## src/rtl/mem_access.sv

```systemverilog
// MEM stage access controller: turns EX/MEM load/store requests into a single-outstanding
// request/ack memory transaction, stalls the upstream pipeline and aligns load/store data.
module mem_access (
    input  logic        clk,
    input  logic        rst,
    // EX/MEM inputs
    input  logic [31:0] ALUResIn,
    input  logic [31:0] StoreDataIn,
    input  logic [31:0] PCplus8In,
    input  logic [1:0]  WriteDataSrcIn,
    input  logic [4:0]  WriteRegAddrIn,
    input  logic        RegWE,
    input  logic        MemRead,
    input  logic        MemWrite,
    input  logic [1:0]  MemSize,
    input  logic        MemSignExt,
    // MEM/WB outputs
    output logic [31:0] dataMemOut,
    output logic [31:0] ALUResOut,
    output logic [31:0] PCplus8Out,
    output logic [1:0]  WriteDataSrcOut,
    output logic [4:0]  WriteRegAddrOut,
    output logic        RegWE_out,
    // memory port
    output logic        mem_req,
    output logic        mem_we,
    output logic [31:0] mem_addr,
    output logic [3:0]  mem_be,
    output logic [31:0] mem_wdata,
    input  logic        mem_ack,
    input  logic [31:0] mem_rdata,
    // status
    output logic        stall,
    output logic        misalign
);

    localparam int unsigned XLEN = 32;
    localparam int unsigned BEW  = 4;
    localparam logic [1:0]  SZ_BYTE = 2'b00;
    localparam logic [1:0]  SZ_HALF = 2'b01;

    typedef enum logic [1:0] {IDLE, BUSY, DONE} state_t;

    state_t            state_q, state_d;
    logic              mem_req_q;
    logic              mem_we_q;
    logic [XLEN-1:0]   mem_addr_q;
    logic [BEW-1:0]    mem_be_q;
    logic [XLEN-1:0]   mem_wdata_q;
    logic [XLEN-1:0]   rdata_q;
    logic              rd_q;
    logic [1:0]        off_q;
    logic [1:0]        size_q;
    logic              sext_q;

    logic              mem_op;
    logic              mis_raw;
    logic              access;
    logic [1:0]        off;
    logic [BEW-1:0]    be_d;
    logic [XLEN-1:0]   wdata_d;
    logic [7:0]        byte_sel;
    logic [15:0]       half_sel;
    logic [XLEN-1:0]   load_data;

    assign mem_op = MemRead | MemWrite;
    assign off    = ALUResIn[1:0];

    // Alignment check: halves need addr[0]=0, words (and reserved size) need addr[1:0]=0
    always_comb begin
        mis_raw = 1'b0;
        if (mem_op) begin
            case (MemSize)
                SZ_BYTE: mis_raw = 1'b0;
                SZ_HALF: mis_raw = off[0];
                default: mis_raw = (off != 2'b00);
            endcase
        end
    end

    assign misalign = (state_q == IDLE) & mis_raw;
    assign access   = (state_q == IDLE) & mem_op & ~mis_raw;
    assign stall    = access | (state_q == BUSY);

    // Store lane enables and replicated write data
    always_comb begin
        be_d    = 4'b1111;
        wdata_d = StoreDataIn;
        case (MemSize)
            SZ_BYTE: begin
                be_d    = 4'b0001 << off;
                wdata_d = {4{StoreDataIn[7:0]}};
            end
            SZ_HALF: begin
                be_d    = off[1] ? 4'b1100 : 4'b0011;
                wdata_d = {2{StoreDataIn[15:0]}};
            end
            default: begin
                be_d    = 4'b1111;
                wdata_d = StoreDataIn;
            end
        endcase
    end

    always_comb begin
        state_d = state_q;
        case (state_q)
            IDLE:    if (access)  state_d = BUSY;
            BUSY:    if (mem_ack) state_d = DONE;
            DONE:    state_d = IDLE;
            default: state_d = IDLE;
        endcase
    end

    // Request attributes are captured once on IDLE->BUSY and held until the next access
    always_ff @(posedge clk) begin
        if (!rst) begin
            state_q     <= IDLE;
            mem_req_q   <= 1'b0;
            mem_we_q    <= 1'b0;
            mem_addr_q  <= '0;
            mem_be_q    <= '0;
            mem_wdata_q <= '0;
            rdata_q     <= '0;
            rd_q        <= 1'b0;
            off_q       <= 2'b00;
            size_q      <= 2'b00;
            sext_q      <= 1'b0;
        end else begin
            state_q   <= state_d;
            mem_req_q <= (state_d == BUSY);
            if (access) begin
                mem_we_q    <= MemWrite;
                mem_addr_q  <= {ALUResIn[31:2], 2'b00};
                mem_be_q    <= be_d;
                mem_wdata_q <= wdata_d;
                rd_q        <= MemRead & ~MemWrite;
                off_q       <= off;
                size_q      <= MemSize;
                sext_q      <= MemSignExt;
            end
            if ((state_q == BUSY) && mem_ack) begin
                rdata_q <= mem_rdata;
            end
        end
    end

    // Load lane extraction from the captured read word
    always_comb begin
        case (off_q)
            2'd0:    byte_sel = rdata_q[7:0];
            2'd1:    byte_sel = rdata_q[15:8];
            2'd2:    byte_sel = rdata_q[23:16];
            default: byte_sel = rdata_q[31:24];
        endcase
        half_sel = off_q[1] ? rdata_q[31:16] : rdata_q[15:0];
        case (size_q)
            SZ_BYTE: load_data = sext_q ? {{24{byte_sel[7]}}, byte_sel} : {24'h0, byte_sel};
            SZ_HALF: load_data = sext_q ? {{16{half_sel[15]}}, half_sel} : {16'h0, half_sel};
            default: load_data = rdata_q;
        endcase
    end

    assign dataMemOut      = ((state_q == DONE) && rd_q) ? load_data : '0;
    assign ALUResOut       = ALUResIn;
    assign PCplus8Out      = PCplus8In;
    assign WriteDataSrcOut = WriteDataSrcIn;
    assign WriteRegAddrOut = WriteRegAddrIn;
    assign RegWE_out       = RegWE & ~stall & ~misalign;

    assign mem_req   = mem_req_q;
    assign mem_we    = mem_we_q;
    assign mem_addr  = mem_addr_q;
    assign mem_be    = mem_be_q;
    assign mem_wdata = mem_wdata_q;

endmodule
```

## config.mk

```make
export PLATFORM = sky130hd
export DESIGN_NAME = mem_access
export DESIGN_NICKNAME = d
export VERILOG_FILES = /design/src/rtl/mem_access.sv
export SDC_FILE = /design/constraint.sdc
export NUM_CORES = 1
export LEC_CHECK = 0
export CORE_MARGIN = 5
export CORE_UTILIZATION = 39
export CTS_CLUSTER_SIZE = 28
export DETAILED_ROUTE_END_ITERATION = 10
export GPL_TIMING_DRIVEN = 0
export HOLD_SLACK_MARGIN = 0.06
export PLACE_DENSITY = 0.83
export SYNTH_ARGS = -nofsm -noshare
export SYNTH_HDL_FRONTEND = slang
export SYNTH_SLANG_ARGS = --single-unit
```

## constraint.sdc

```tcl
create_clock -name clk -period 1.9 [get_ports clk]
set_input_delay 0.285 -clock clk [delete_from_list [all_inputs] [get_ports clk]]
set_output_delay 0.285 -clock clk [all_outputs]
set_load 0.005 [all_outputs]
```

==> reports/metrics.csv, run 1 <==
metric;value;unit
synth_top_cells_by_count;214 x nand2_1, 108 x dfxtp_1, 81 x a21oi_1;
wire_per_inst;18.4;um
met2_length;11300;um
leakagePower;3.91;nW
crit_arrival;2.08;ns
r2r-end;rdata_q[4]$_SDFFE_PN0P_;
drt_wl_total;22700;um
synth.distinct_cells;42;
pre_cts_slack;-0.801;ns
core-area;13900;um^2
first_iter_violations;574;
port_buffers;276;
holdBufCountCts;0;
die_h;129;um
htree_levels;3;
grt_start_max_net_pins;20;
grt-ovfl-total;0;
synth_seq_cells;108;
maxCapViolations;0;
drt_first_pass_iters;6;
yosysWarnings;0;
cts_tree;yes;
setup_slack;-0.462;ns
clk-insertion-delay-late;0.36;ns
synthAdderAreaFrac;0;%
clock_skew;0.00759;ns
nFillCells;1131;
crit_type;register to output pin;
cts_buffer_depth;2;
seq_area_frac_synth;39.2;%
relSlewSlack;56.5;%
rows;43;
die-area;16600;um^2
rr_startpoint;state_q[1]$_SDFF_PN0_;
gp_congestion;0.919;
met3RoutedLength;2390;um
synth_area;5510;um^2
cp-end-kind;output pin;
fin_crit;2.36;ns
synth_cells;730;
initial_utilization;39.7;%
grt_pass1_wl;32500;um
drc;0;
path_clk_slew;0.07;ns
drtAntennaViolNets;0;
die_w;129;um
hold_ws;0.311;ns
cp-start-kind;register;
yosysMostFrequentCell;nand2_1;
dpl_cell_area;8510;um^2
synthMuxAreaShare;4.90;%
setup_viol;32;
critPathMaxStageDelay;0.37;ns
synth_edf_count;0;
synth_top_area_share;39.2;%
worst-slew-pin-transition;0.649;ns
grt_pass1_vias;6216;
synth_simple_gate_area_share;22.9;%
synth_area_leaders;dfxtp_1 39%, nand2_1 15%, buf_4 10%;
antenna_found_initial;1;
hold_end;rdata_q[25]$_SDFFE_PN0P_;
grt.total_usage;25.0;%
diodes;0;
fmax;423;MHz
violations;negative setup slack;
yosysTopAreaCell;dfxtp_1;
min_path_type;input pin to register;
post-route-period-util;124;%
cts.sinks;108;
r2r_setup_slack;0.17;ns
synth_compound_area_share;17.9;%
postLayoutCellArea;9560;um^2
final_max_slew_viol_count;0;
crit_family;compound AO/OA/AOI/OAI gates;
syn_avg_cell_area;7.55;um^2
ir_drop;0.000593;V
ys.flop_type;dfxtp_1;
outcome;finished, violations left;
holdPathStages;2;
fin_nets;1197;
cts_buffers;9;
hold_viol_final;0;
worstPathRequired;1.62;ns
synth_top_family_by_area;simple AND/OR/NAND/NOR gates;
synthArstFlopShare;0;%
syn_to_final_growth;73.4;%
crit_top_cell;buf_6;
topRoutingLayerUsed;met5;
num_vias;6433;
dpl.hpwl;16200;um
power.density;645;nW/um^2
slowest_stage;dfxtp_4;
vias_per_cell;5.20;
critPathBufInv;4;
ios;320;
rsz0062_at_grt;yes;
reg2reg_depth;5;
final_layout_size_suffix_gt1_share;25.2;%
met1_length;8170;um
cts_root_buf;clkbuf_16;
hold_path_startpoint;rst;
synth-xor-area-share;0;%
cp_max_fo;6;
path_cells;nand2b_1 -> o32ai_4 -> o2111ai_4 -> buf_6 -> buf_6 -> buf_6 -> nand2_2 -> buf_6;
## cells in the final DEF, fill, tap and decap left out, drive strengths merged
cell type      instances
nor2                  29
clkdlybuf4s50        237
a31oi                  6
and2                   1
o32ai                  1
dlygate4sd2            6
o21ai                 27
o221ai                 1
a21oi                 82
o211a                  4
o2111ai                1
o21a                   1
o31a                   1
bufinv                 1
clkdlybuf4s15          1
nand3b                 1
mux2i                 18
o22ai                  1
dfxtp                108
a211oi                11
a21boi                 6
nor3                  14
buf                  168
a311oi                 5
or2                    1
a221oi                 2
o221a                  7
clkbuf                36
inv                   11
nand2                224
nand2b                 4
nor2b                  1
conb                   2
and3b                  1
nand3                 27
or3                    1
and3                   2
mux2                   8
## stage by stage
stage / cells / power, mW / utilization (%) / TNS [ns]
final: 1238 / 6.17 / 68.9 / -10.88
after global routing: 1238 / 6.44 / 68.9 / -13.49
after CTS: 1234 / 6.15 / 66.9 / -9.66
after detailed placement: 1187 / 4.06 / 61.3 / -33.01
after global placement: 1187 / 4.04 / 61.3 / -30.28
after floorplan: 731 / 3.19 / - / 0
## cell type report
| type | count | area [um^2] | share of cell area (%) |
|---|---|---|---|
| Timing Repair Buffer | 312 | 3070 | 32.1 |
| Clock inverter | 6 | 73.8 | 0.772 |
| Multi-Input combinational cell | 490 | 2910 | 30.4 |
| Sequential cell | 108 | 2180 | 22.8 |
| Inverter | 6 | 22.5 | 0.236 |
| Clock buffer | 10 | 239 | 2.50 |
| Tap cell | 180 | 225 | 2.36 |
| Buffer | 126 | 848 | 8.87 |
## power breakdown
part	internal (mW)	switching [mW]
Clock	1.08	0.908
Combinational	0.917	0.719
Sequential	2.42	0.117
Total	4.42	1.74
## sequential cells by signal, indices dropped and copies added, names as in the netlist
register / count
mem_addr: 30
mem_be: 4
mem_req: 1
mem_wdata: 32
mem_we: 1
off_q: 2
rd_q: 1
rdata_q: 32
sext_q: 1
size_q: 2
state_q: 2
## what timing repair did
action,4_1_cts,5_1_grt
gates resized for setup,222,56
endpoints found under the setup margin,36,33
pin swaps,29,18
hold endpoints to repair,0,0
cloned,2,0
buffers inserted,30,6
## worst max path at each step
stage	from	slack (ns)	to	cells past startpoint
2_1_floorplan	off_q[1]$_SDFFE_PN0P_	0.22	dataMemOut[20]	6
3_5_place_dp	ALUResIn[0]	-0.80	stall	6
4_1_cts	off_q[1]$_SDFFE_PN0P_	-0.47	dataMemOut[21]	9
6_report	size_q[1]$_SDFFE_PN0P_	-0.46	dataMemOut[19]	8
3_3_place_gp	ALUResIn[0]	-0.77	stall	6
5_1_grt	size_q[1]$_SDFFE_PN0P_	-0.55	dataMemOut[19]	8
## cell families (layout without fill, tap and decap cells)
| kind of cell | after synthesis | after routing |
|---|---|---|
| buffers and inverters | 133 | 460 |
| other | 1 | 2 |
| multiplexers | 26 | 26 |
| AO/OA/AOI/OAI | 156 | 156 |
| flip-flops | 108 | 108 |
| AND/OR/NAND/NOR | 306 | 306 |
## worst register-to-register path, cell delays in order (launching register included)
cell      delay [ns]
dfxtp_4         0.37
nand2b_4        0.15
nor2_1          0.35
clkbuf_1        0.50
nand2_1         0.13
a21oi_1         0.15
## per-layer routing
metal | up-vias | track usage (%)
met1 | 2960 | 28.7
met3 | 74 | 9.05
met4 | 2 | 10.9
li1 | 3016 | -
met5 | - | 0
met2 | 381 | 41.9
(Power assumes the default switching activity.)
==> run 2: changes to the inputs <==
- RECOVER_POWER: default -> 50
- SKIP_LAST_GASP: default -> 1
==> reports/metrics.csv, run 2 (synthesized netlist as in run 1, its figures left out) <==
metric;value;unit;change
outcome;finished, violations left;;
violations;negative setup slack;;
cp_max_fo;6;;unchanged
clk-insertion-delay-late;0.36;ns;about the same
final_common_cell;nand2_1;;
die-area;16600;um^2;unchanged
stdcell_count;1243;;+0.40%
cts_buffer_depth;2;;unchanged
worstPathRequired;1.62;ns;about the same
syn_to_final_growth;74.0;%;
vias_per_cell;5.13;;-1.3%
post-route-period-util;124;%;+0.18 points
rsz0062_at_grt;yes;;
core-area;13900;um^2;unchanged
final_max_slew_viol_count;0;;unchanged
antenna_found_initial;1;;unchanged
drtAntennaViolNets;0;;unchanged
worst-slew-pin-transition;0.729;ns;+0.0794 ns
setup_viol;32;;unchanged
fmax;423;MHz;-0.14%
cts_buffers;9;;unchanged
crit_type;register to output pin;;
min_path_type;input pin to register;;
wire_per_inst;18.3;um;-0.35%
die_h;129;um;unchanged
htree_levels;3;;unchanged
grt.total_usage;24.8;%;-0.22 points
drt_wl_total;22700;um;about the same
gp_congestion;0.919;;unchanged
drt_first_pass_iters;5;;-1
first_iter_violations;588;;+2.4%
ios;320;;unchanged
drc;0;;unchanged
dp.cells;1187;;unchanged
cp-start-kind;register;;
num_vias;6372;;-0.95%
cts_tree;yes;;
leakagePower;3.91;nW;about the same
grt_start_max_net_pins;20;;unchanged
fin_util;69.1;%;+0.21 points
grt-ovfl-total;0;;unchanged
port_buffers;276;;unchanged
rows;43;;unchanged
initial_utilization;39.7;%;unchanged
final_layout_size_suffix_gt1_share;25.0;%;-0.21 points
die_w;129;um;unchanged
grt_pass1_wl;32300;um;-0.78%
dpl.hpwl;16200;um;unchanged
path_clk_slew;0.07;ns;about the same
crit_arrival;2.08;ns;about the same
diodes;0;;unchanged
maxCapViolations;0;;unchanged
fin_nets;1202;;+0.42%
clock_skew;0.00710;ns;-0.000493 ns
hold_viol_final;0;;unchanged
setup_slack;-0.465;ns;-0.00337 ns
final_cell_mix;206 x nand2_1, 198 x clkdlybuf4s50_1, 102 x dfxtp_1;;
cts_root_buf;clkbuf_16;;
pre_cts_slack;-0.801;ns;unchanged
fin_crit;2.37;ns;+0.00337 ns
hold_ws;0.303;ns;-0.00753 ns
cts.sinks;108;;unchanged
grt_pass1_vias;6189;;-0.43%
power.density;643;nW/um^2;-0.35%
ir_drop;0.000594;V;+0.14%
relSlewSlack;51.4;%;-5.1 points
cp-end-kind;output pin;;
==> run 2: metrics by stage <==
stage | cell area (um^2) | power (mW) | setup TNS (ns)
floorplan | 5520 | 3.19 | 0
global placement | 8510 | 4.04 | -30.28
detailed placement | 8510 | 4.06 | -33.01
CTS | 9300 | 6.15 | -11.91
global route | 9590 | 6.43 | -13.61
finish | 9590 | 6.16 | -11.52
==> run 2: final timing paths <==
| kind | endpoint | depth (start not counted) | from | slack [ns] |
|---|---|---|---|---|
| min | rdata_q[25]$_SDFFE_PN0P_ | 2 | rst | 0.30 |
| max | dataMemOut[26] | 8 | size_q[1]$_SDFFE_PN0P_ | -0.47 |
| max reg2reg | rdata_q[4]$_SDFFE_PN0P_ | 5 | state_q[1]$_SDFF_PN0_ | 0.18 |
| min reg2reg | mem_wdata[4]$_SDFFE_PN0P_ | 2 | mem_wdata[4]$_SDFFE_PN0P_ | 0.45 |
==> run 2: cell type report <==
type                            instances  area (um^2)
Inverter                                6         22.5
Sequential cell                       108         2180
Multi-Input combinational cell        490         2890
Fill cell                            1127         4290
Tap cell                              180          225
Buffer                                126          848
Clock inverter                          6         73.8
Timing Repair Buffer                  317         3120
Clock buffer                           10          239
==> run 2: layer usage <==
layer	share of wire, %	global-route usage, %	vias to the layer above
li1	-	-	3021
met1	36	28.1	2920
met2	49	42.6	349
met4	4.4	9.76	2
met3	10	8.84	80
met5	0.048	0	-
==> run 2: where the power goes <==
group | leakage [nW] | internal (mW) | switching (mW)
registers | 0.888 | 2.42 | 0.119
logic | 2.87 | 0.900 | 0.716
clock network | 0.155 | 1.08 | 0.921
==> run 2: critical path, cell delays in order (launching register included) <==
cell	delay, ns
dfxtp_2	0.37
or3_4	0.41
o32ai_4	0.17
o2111ai_4	0.20
buf_12	0.18
buf_16	0.12
buf_4	0.13
nand2_2	0.05
buf_6	0.09
==> run 2: timing repair <==
action,in CTS,in global routing
pin swaps,29,19
hold buffers,0,0
buffers inserted,30,13
gates cloned,2,0
gates resized for setup,172,80
setup endpoints to repair,36,33
==> run 3: changes to the inputs <==
- CORE_AREA: default -> 2 2 126 128
- CORE_MARGIN: 5 -> default
- CORE_UTILIZATION: 39 -> default
- DIE_AREA: default -> 0 0 128 130
- PLACE_DENSITY: 0.83 -> 0.78
==> reports/metrics.csv, run 3 (synthesized netlist as in run 1, its figures left out) <==
metric;value;unit;change
cts_root_buf;clkbuf_16;;
setup_slack;-0.426;ns;+0.0392 ns
wire_per_inst;17.5;um;-4.4%
leakagePower;4.02;nW;+2.8%
met1_usage;29.2;%;+1.1 points
rows;46;;+7.0%
critPathMaxStageDelay;0.42;ns;about the same
post-route-period-util;122;%;-2.1 points
fin_crit;2.33;ns;-0.0392 ns
clock_skew;0.0119;ns;+0.00476 ns
pwr-share-seq;41.4;%;+0.2 points
worstPathRequired;1.62;ns;about the same
seq_area;2180;um^2;-0.17%
gp_congestion;0.915;;-0.47%
cts_tree;yes;;
holdPathStages;2;;unchanged
holdBufCountCts;0;;unchanged
die_h;130;um;+0.85%
grt_pass1_wl;32300;um;+0.11%
rsz0062_at_grt;yes;;
first_iter_violations;457;;-22%
path_cells;or3_4 -> o32ai_4 -> o2111ai_4 -> clkbuf_16 -> buf_8 -> nand2_2 -> buf_2;;
antenna_found_initial;1;;unchanged
grt.total_usage;25.0;%;+0.21 points
htree_levels;3;;unchanged
grt_pass1_vias;6069;;-1.9%
num_vias;6401;;+0.46%
core-area;15400;um^2;+11%
final_cell_mix;202 x nand2_1, 158 x clkdlybuf4s50_1, 103 x dfxtp_1;;
initial_utilization;35.7;%;-4.0 points
min_path_type;input pin to register;;
p_clk_share;32.9;%;+0.4 points
hold_ws;0.313;ns;+0.00969 ns
outcome;finished, violations left;;
stdcell_count;1259;;+1.3%
final_common_cell;nand2_1;;
worst-slew-pin-transition;0.719;ns;-0.00946 ns
crit_type;register to output pin;;
rr_startpoint;state_q[1]$_SDFF_PN0_;;
p_sw_share;29.1;%;+0.56 points
power.density;641;nW/um^2;-0.26%
cts.sinks;108;;unchanged
cp_max_fo;6;;unchanged
worstSetupPathDepth;7;;-1
grt-busiest-layer;met2;;
dp.cells;1199;;+1.0%
nFillCells;1339;;+19%
die-area;16600;um^2;+0.14%
crit_arrival;2.04;ns;-0.04 ns
relSlewSlack;52.0;%;+0.63 points
hold_path_startpoint;rst;;
reg2reg_depth;7;;+2
power.internal;4.36;mW;-1.0%
grt_use_met3;7.46;%;-1.4 points
ios;320;;unchanged
diodes;0;;unchanged
critPathBufInv;3;;-1
syn_to_final_growth;74.0;%;unchanged
setup_viol;34;;+6.3%
violations;negative setup slack;;
drtAntennaViolNets;0;;unchanged
cp-start-kind;register;;
vias_per_cell;5.08;;-0.82%
drt_first_pass_iters;6;;+1
drt_wl_total;22000;um;-3.2%
crit_family;simple AND/OR/NAND/NOR gates;;
p_switching;1.79;mW;+1.7%
ir_drop;0.000532;V;-10%
fin_util;62.2;%;-6.9 points
cp-end-kind;output pin;;
r2r-end;mem_addr[4]$_SDFFE_PN0P_;;
multi_input_area;2910;um^2;+0.69%
final_max_slew_viol_count;0;;unchanged
cts_buffer_depth;2;;unchanged
total_power;6.15;mW;-0.26%
r2r_setup_slack;0.01;ns;-0.17 ns
hold_end;rdata_q[26]$_SDFFE_PN0P_;;
pwr-share-comb;25.7;%;-0.5 points
final_layout_size_suffix_gt1_share;26.1;%;+1.0 points
fin_nets;1206;;+0.33%
die_w;128;um;-0.70%
port_buffers;276;;unchanged
cts_buffers;9;;unchanged
maxCapViolations;0;;unchanged
fmax;430;MHz;+1.7%
path_clk_slew;0.07;ns;about the same
clk-insertion-delay-late;0.36;ns;about the same
drc;0;;unchanged
grt_start_max_net_pins;21;;+5.0%
dpl.hpwl;15400;um;-4.6%
grt-ovfl-total;0;;unchanged
slowest_stage;or3_4;;
grt_util_met2;43.8;%;+1.3 points
hold_viol_final;0;;unchanged
## run 3: worst register-to-register path, cell delays in order, from the launching register on
cell      delay [ns]
dfxtp_1         0.35
nor2_1          0.19
clkbuf_1        0.22
o221a_2         0.21
clkbuf_2        0.22
clkbuf_1        0.40
nand2_1         0.11
a21oi_1         0.15
## run 3: what timing repair did
action                     in CTS  in global routing
setup buffers                  37                  7
setup endpoints to repair      36                 34
gates cloned                    2                  0
resized for setup             228                 40
pin swaps                      32                 15
## run 3: area by class of cell
type,instances,area share (%)
Inverter,6,0.235
Sequential cell,108,22.7
Tap cell,192,2.50
Multi-Input combinational cell,490,30.3
Clock buffer,9,2.35
Clock inverter,7,0.926
Timing Repair Buffer,321,32.4
Buffer,126,8.57
## run 3: worst max-delay path by stage
stage	start	end	slack [ns]
5_1_grt	size_q[1]$_SDFFE_PN0P_	dataMemOut[25]	-0.51
2_1_floorplan	off_q[1]$_SDFFE_PN0P_	dataMemOut[20]	0.22
3_5_place_dp	ALUResIn[0]	stall	-0.84
6_report	size_q[1]$_SDFFE_PN0P_	dataMemOut[25]	-0.43
3_3_place_gp	ALUResIn[0]	stall	-0.84
4_1_cts	off_q[1]$_SDFFE_PN0P_	dataMemOut[25]	-0.44
## run 3: power by group through the flow
| stage | Combinational, mW | Clock [mW] | Sequential [mW] |
|---|---|---|---|
| after global routing | 1.71 | 2.16 | 2.56 |
| after CTS | 1.61 | 2.07 | 2.53 |
| final | 1.58 | 2.02 | 2.54 |
| after floorplan | 0.623 | 0 | 2.57 |
| after detailed placement | 1.48 | 0 | 2.58 |
| after global placement | 1.46 | 0 | 2.57 |
## run 3: through the flow
stage | setup WS [ns] | instance area, um^2 | setup TNS [ns]
finish | -0.426 | 9590 | -11.48
global route | -0.507 | 9590 | -19.27
CTS | -0.436 | 9460 | -11.49
detailed placement | -0.836 | 8520 | -37.57
global placement | -0.840 | 8520 | -35.17
floorplan | 0.220 | 5520 | 0
## run 3: layer usage
layer | vias up | share of wire (%)
met1 | 2984 | 38
met2 | 336 | 51
met4 | 2 | 2.3
met5 | - | 0.059
li1 | 3035 | -
met3 | 44 | 8.9
